==> config.mk <==
export PLATFORM = sky130hd
export DESIGN_NAME = regfile_sb
export DESIGN_NICKNAME = d
export VERILOG_FILES = /design/src/rtl/regfile_pkg.sv /design/src/rtl/regfile_scoreboard.sv /design/src/rtl/regfile_sb.sv
export SDC_FILE = /design/constraint.sdc
export NUM_CORES = 2
export LEC_CHECK = 0
export CAP_MARGIN = 20
export CORE_ASPECT_RATIO = 1.5
export CORE_UTILIZATION = 57
export CTS_BUF_LIST = sky130_fd_sc_hd__clkbuf_16
export DETAILED_ROUTE_END_ITERATION = 10
export PLACE_DENSITY_LB_ADDON = 0.25
export RECOVER_POWER = 100
export SLEW_MARGIN = 30
export SYNTH_ARGS = -nofsm -noshare
export SYNTH_HDL_FRONTEND = slang
export SYNTH_SLANG_ARGS = --single-unit
==> constraint.sdc <==
create_clock -name clk -period 4.3 [get_ports clk]
set_input_delay 0.86 -clock clk [delete_from_list [all_inputs] [get_ports clk]]
set_output_delay 0.86 -clock clk [all_outputs]
set_load 0.01 [all_outputs]
==> src/rtl/regfile_pkg.sv <==
// Shared types and constants for the decode-stage register file.
// Latency: n/a (declarations only).
// Backpressure: n/a.
package regfile_pkg;

    // Clear sequencer states
    typedef enum logic {
        ST_CLEAR = 1'b0,
        ST_READY = 1'b1
    } state_t;

    // Default geometry: 32 registers of 32 bits, two read ports
    localparam int DEF_DATA_W = 32;
    localparam int DEF_ADDR_W = 5;
    localparam int DEF_NUM_RD = 2;

    // Number of registers addressed by an addr_w-bit index
    function automatic int depth_of(input int addr_w);
        return 1 << addr_w;
    endfunction

endpackage

==> src/rtl/regfile_scoreboard.sv <==
// Per-register pending bits used by decode for RAW hazard detection.
// Latency: set/clear land at the clock edge; lookups are combinational.
// Backpressure: none; callers gate set/clear (e.g. during clear).
module regfile_scoreboard
    import regfile_pkg::*;
#(
    parameter int ADDR_W = DEF_ADDR_W,
    parameter int NUM_RD = DEF_NUM_RD
) (
    input  logic                     clk,
    input  logic                     rst,
    input  logic                     set_vld,
    input  logic [ADDR_W-1:0]        set_addr,
    input  logic                     clr_vld,
    input  logic [ADDR_W-1:0]        clr_addr,
    input  logic [NUM_RD*ADDR_W-1:0] lk_addr,
    output logic [NUM_RD-1:0]        lk_pend
);

    localparam int DEPTH = depth_of(ADDR_W);

    logic [DEPTH-1:0] pend_q;
    logic [DEPTH-1:0] pend_d;

    // Next pending vector: a same-cycle reserve beats the write-back clear,
    // because the reserve belongs to a newer producer of the same register
    always_comb begin
        pend_d = pend_q;
        if (clr_vld) begin
            pend_d[clr_addr] = 1'b0;
        end
        if (set_vld) begin
            pend_d[set_addr] = 1'b1;
        end
        pend_d[0] = 1'b0;
    end

    // Pending register; reset empties the whole scoreboard
    always_ff @(posedge clk) begin
        if (rst) begin
            pend_q <= '0;
        end else begin
            pend_q <= pend_d;
        end
    end

    // Independent lookup per read port
    always_comb begin
        lk_pend = '0;
        for (int k = 0; k < NUM_RD; k++) begin
            lk_pend[k] = pend_q[lk_addr[k*ADDR_W +: ADDR_W]];
        end
    end

endmodule

==> src/rtl/regfile_sb.sv <==
// Multi-read-port register file with hardware clear sequencer and pending scoreboard.
// Latency: reads combinational; writes/reserves visible next cycle; clear takes DEPTH-1 cycles.
// Backpressure: none; ready is low during clear and writes/reserves are dropped. Option: REGFILE_BYPASS_EN.
module regfile_sb
    import regfile_pkg::*;
#(
    parameter int DATA_W = DEF_DATA_W,
    parameter int ADDR_W = DEF_ADDR_W,
    parameter int NUM_RD = DEF_NUM_RD
) (
    input  logic                     clk,
    input  logic                     rst,
    output logic                     ready,
    input  logic                     we,
    input  logic [ADDR_W-1:0]        waddr,
    input  logic [DATA_W-1:0]        wdata,
    input  logic                     rsv_valid,
    input  logic [ADDR_W-1:0]        rsv_addr,
    input  logic [NUM_RD*ADDR_W-1:0] raddr,
    output logic [NUM_RD*DATA_W-1:0] rdata,
    output logic [NUM_RD-1:0]        rpend
);

    localparam int DEPTH = depth_of(ADDR_W);
    localparam logic [ADDR_W-1:0] LAST_PTR = ADDR_W'(DEPTH - 1);

    state_t              state_q;
    state_t              state_d;
    logic [ADDR_W-1:0]   clr_ptr_q;
    logic [ADDR_W-1:0]   clr_ptr_d;
    logic [DATA_W-1:0]   mem_q [DEPTH];
    logic [DATA_W-1:0]   mem_d [DEPTH];

    logic                wr_en;
    logic                rsv_en;
    logic [NUM_RD-1:0]   lk_pend;

    assign ready  = (state_q == ST_READY);
    // Register 0 is hardwired, so traffic to it never reaches the array or scoreboard
    assign wr_en  = ready && we && (waddr != '0);
    assign rsv_en = ready && rsv_valid && (rsv_addr != '0);

    // Clear sequencer: walk entries 1..DEPTH-1, then open for traffic
    always_comb begin
        state_d   = state_q;
        clr_ptr_d = clr_ptr_q;
        case (state_q)
            ST_CLEAR: begin
                clr_ptr_d = clr_ptr_q + 1'b1;
                if (clr_ptr_q == LAST_PTR) begin
                    state_d = ST_READY;
                end
            end
            ST_READY: begin
                state_d = ST_READY;
            end
            default: begin
                state_d = ST_CLEAR;
            end
        endcase
    end

    // Sequencer state; reset restarts the sweep from entry 1
    always_ff @(posedge clk) begin
        if (rst) begin
            state_q   <= ST_CLEAR;
            clr_ptr_q <= ADDR_W'(1);
        end else begin
            state_q   <= state_d;
            clr_ptr_q <= clr_ptr_d;
        end
    end

    // Array update: the clear sweep owns the write port until ready
    always_comb begin
        mem_d = mem_q;
        if (state_q == ST_CLEAR) begin
            mem_d[clr_ptr_q] = '0;
        end else if (wr_en) begin
            mem_d[waddr] = wdata;
        end
    end

    // Array storage; no reset, contents are zeroed by the sweep instead
    always_ff @(posedge clk) begin
        mem_q <= mem_d;
    end

    regfile_scoreboard #(
        .ADDR_W (ADDR_W),
        .NUM_RD (NUM_RD)
    ) u_scoreboard (
        .clk      (clk),
        .rst      (rst),
        .set_vld  (rsv_en),
        .set_addr (rsv_addr),
        .clr_vld  (wr_en),
        .clr_addr (waddr),
        .lk_addr  (raddr),
        .lk_pend  (lk_pend)
    );

    for (genvar k = 0; k < NUM_RD; k++) begin : g_rd
        logic [ADDR_W-1:0] rd_addr;
        logic [DATA_W-1:0] rd_dat;
        logic              rd_pend;

        assign rd_addr = raddr[k*ADDR_W +: ADDR_W];

        // Read mux: zero while clearing or for register 0, optional write-first bypass
        always_comb begin
            rd_dat  = '0;
            rd_pend = 1'b0;
            if (ready && (rd_addr != '0)) begin
                rd_dat  = mem_q[rd_addr];
                rd_pend = lk_pend[k];
            end
`ifdef REGFILE_BYPASS_EN
            if (wr_en && (rd_addr == waddr)) begin
                rd_dat  = wdata;
                rd_pend = 1'b0;
            end
`endif
        end

        assign rdata[k*DATA_W +: DATA_W] = rd_dat;
        assign rpend[k]                  = rd_pend;
    end

endmodule

==> summary.md <==
| Metric | Value |
|---|---|
| Category of the most critical setup path | in -> out |
| Violations in the final reports | DRC, capacitance limit, slew limit, setup timing |
| Cell with the most instances after synthesis | sky130_fd_sc_hd__edfxtp_1 |
| Fillcell total | 7792 |
| Unrepaired setup endpoints after global routing | true |
| Period utilisation layout | 102.2% |
| Synthesized Nets | 5117 |
| Crit Path Max Fanout | 16 |
| Overall power of the completed layout | 26.97 mW |
| Synthesized netlist cell count | 5056 |
| Level count of the clock H-tree | 3 |
| Worst setup margin | -0.09345 ns |
| Post-synth top area cell | sky130_fd_sc_hd__edfxtp_1 |
| 1st-iter DRT viols | just over 8000 |
| Top cell types by occurrence after synthesis | sky130_fd_sc_hd__edfxtp_1, sky130_fd_sc_hd__nand2_1, sky130_fd_sc_hd__o21ai_0 |
| Clock edge transition at the registers on the reported setup and hold paths | 0.06 ns |
| CP arrival | 3.53 ns |
| Internal cell power | 19.82 mW |
| Register cell area after layout | 31500 µm² |
| Ports placed on the boundary | 123 |
| Startpoint Class | input pin |
| Summed area of non-filler cells in the final layout | 66770 µm² |
| Cell area after placement | 64150 µm² |
| Number of buffers created by CTS | 99 |
| Clock root buffer | sky130_fd_sc_hd__clkbuf_16 |
| Number of placed instances, taps included | 6322 |
| Relative contribution of combinational cells to total power | 14.5% |
| Clock sink count | 1061 |
| Overall track demand over capacity in global routing | 41.36% |
| Crit path required time | between 3 and 4 ns |
| Sequential cell area fraction in the yosys report | 52.81% |
| Number of global-route vias before repair | around 47000 |
| Cell row count | 145 |
| Gr ovfl total | 0 |
| Number of antenna violations at the first check in global routing | 13 |
| Final-report hold violation count | 0 |
| Cell area after synthesis | 59630 µm² |
| Most instantiated flip-flop cell in the synthesis netlist | sky130_fd_sc_hd__edfxtp_1 |
| Number of hold-repair buffers added at the cts stage | 0 |
| Top cells by area in the synthesized netlist | sky130_fd_sc_hd__edfxtp_1, sky130_fd_sc_hd__mux4_2, sky130_fd_sc_hd__o21ai_0, sky130_fd_sc_hd__nand2_1, sky130_fd_sc_hd__mux2i_1 |
| Area growth from synthesis to final layout | 11.96% |
| Clock Skews | between 0.015 and 0.02 ns |
| Worst-case setup slack after placement | -0.04633 ns |
| Die width | 266.1 µm |
| Largest net degree at the start of global routing | 64 |
| Global routing met2 resource utilization | between 60% and 70% |
| Leakage power figure | roughly 25 nW |
| Sw Ratio | 26.50% |
| Buffer levels on the longest clock path | 3 |
| Flip-flop and latch count after synthesis | ~1100 |
| Starting density of the core | 57.36% |
| Clk pwr share | 32.5% |
| Wirelength per Cell | 33.94 µm |
| Post-synth top area share | 51.57% |
| Max VDD drop | 0.0003208 V |
| Global-route wire length before repair | 318.6 mm |
| Mean instance size in the synthesized netlist | 11.79 µm² |
| Final GP Congestion | 1.012 |
| Detailed-route via count | 48860 |
| Sw Pwr | 7.148 mW |
| Setup Viol. Count Final | 27 |
| Max-cap violations | 7 |
| Grt met3 use | 14.22% |
| Post-synth EDFFs | 1024 |
| Final #Nets | 5092 |
| Global routing's busiest layer | met2 |
| Pwr dens | 404.0 nW/µm² |
| Ratio of cells with drive above 1 in the final layout | 16.76% |
| Kind of end point of the critical path | primary output |
| DP Wirelength | 144.8 mm |
| Synth unique cells | 48 |
| Chip Height | approximately 400 µm |
| Worst min path class | reg -> reg |
| Routed Wire Length | between 200 and 250 mm |
| Fraction of registers with async set or reset after synthesis | 0% |
| Full die area | 105900 µm² |
| Result of the run | finished, violations left |
| Total Negative Setup Slacks | -0.3203 ns |
| Global routing usage on met1 | 51.35% |
| Count of buffers inserted at the top-level ports | 122 |
| Max-slew headroom at the worst pin | -70.12% |
| Initial DRT Pass Iterations | 10 |
| Transition time at the pin with the least slew margin | 2.552 ns |
| Worst skew pair latency | 0.72 ns |
| Placeable core region | 104000 µm² |
| Number of warnings reported in the yosys synthesis log | 0 |
| Reg power frac | 53.0% |
| Residual antenna-violating net count after detailed routing | 0 |
| Area of the multi-input gates | between 20000 and 30000 µm² |
| Final count of pins violating max slew | 193 |
| Maximum achievable frequency | 227.6 MHz |
| DRC violations left | 2 |
| Final hold slack | 0.4910 ns |
| Final core utilization | 64.23% |
| TritonCTS clock tree | yes |
| Clock period minus worst slack | 4.393 ns |
| Via density per instance | 7.510 |
| Fin cells | 6506 |
## cells in the final DEF, fill, tap and decap left out, drive strengths merged, types with 3 or more instances in the layout
| cell type | instances |
|---|---|
| and3b | 6 |
| a22oi | 252 |
| nand2b | 4 |
| nor3 | 3 |
| and2 | 43 |
| nand3 | 71 |
| ha | 5 |
| nor2b | 19 |
| nand3b | 3 |
| dfxtp | 37 |
| dlymetal6s2s | 3 |
| nand4 | 69 |
| clkbuf | 160 |
| edfxtp | 1024 |
| buf | 203 |
| clkdlybuf4s50 | 110 |
| bufinv | 9 |
| dlygate4sd3 | 3 |
| mux4 | 393 |
| o21ai | 952 |
| nor2 | 30 |
| inv | 36 |
| nor3b | 6 |
| o31ai | 4 |
| a31oi | 16 |
| and3 | 69 |
| a22o | 128 |
| clkinv | 38 |
| nand2 | 1004 |
| mux2i | 268 |
| a21oi | 119 |
## flip-flops by register name, summed over array words and instances (netlist names)
register / flops
ready: 1
u_scoreboard.pend_q: 31
mem_q: 1024
clr_ptr_q: 5
## metal layers
metal  part of all wire (%)  routed length, µm  up-vias
met1                     32              70180    23600
met5                  0.083                184        -
met4                    6.9              15180       20
met3                     16              35930     1103
met2                     45              99340     4666
li1                       -                  -    19470
## layout make-up
type	instances	area share, %
sequential	1061	47.17
clock buffer	100	3.748
antenna	2	0.007496
multi-input combinational	3483	39.72
timing repair buffer	379	5.839
tap	1396	2.616
inverter	7	0.03935
clock inverter	78	0.8564
## critical path, stage by stage
cell and delay, ns:
sky130_fd_sc_hd__clkdlybuf4s50_1 0.64, sky130_fd_sc_hd__nor3b_4 0.12, sky130_fd_sc_hd__and2_4 0.22, sky130_fd_sc_hd__buf_12 0.19, sky130_fd_sc_hd__a21oi_1 0.41, sky130_fd_sc_hd__nand4_1 0.37
sky130_fd_sc_hd__buf_4 0.25, sky130_fd_sc_hd__clkdlybuf4s50_1 0.47
## worst paths after layout
| path | start | end | slack, ns | cells past startpoint |
|---|---|---|---|---|
| setup / recovery | raddr[3] | rdata[0] | -0.09 | 8 |
| hold / removal | u_scoreboard.pend_q[22] | u_scoreboard.pend_q[22] | 0.49 | 2 |
| setup reg to reg | ready | mem_q[530] | -0.01 | 5 |
| hold reg to reg | u_scoreboard.pend_q[22] | u_scoreboard.pend_q[22] | 0.49 | 2 |
## kinds of logic (layout without fill, tap and decap cells)
logic type	after synthesis	in the layout	share of synthesized area [%]
AOI/OAI and AO/OA	1481	1481	14.41
and+or+nand+nor	1332	1332	9.561
DFF	1061	1061	52.81
muxes	662	662	19.36
buffers and inverters	512	564	3.712
adders and majority gates	5	5	0.1049
xor gates and xnor gates	3	3	0.04407
other	0	2	0
## power by group through the flow
stage	clock network, mW	logic [mW]	registers (mW)
floorplan	0	2.78	14.0
global placement	0	3.64	14.3
detailed placement	0	3.78	14.5
CTS	8.77	3.80	14.2
global route	9.08	4.18	14.5
finish	8.78	3.90	14.3
## repair_timing
item	4_1_cts	5_1_grt
setup endpoints to repair	14	19
pin swaps	0	5
buffers inserted	1	1
resized for setup	3	19
cloned	0	1
No activity file was read; power rests on OpenSTA's default activity.
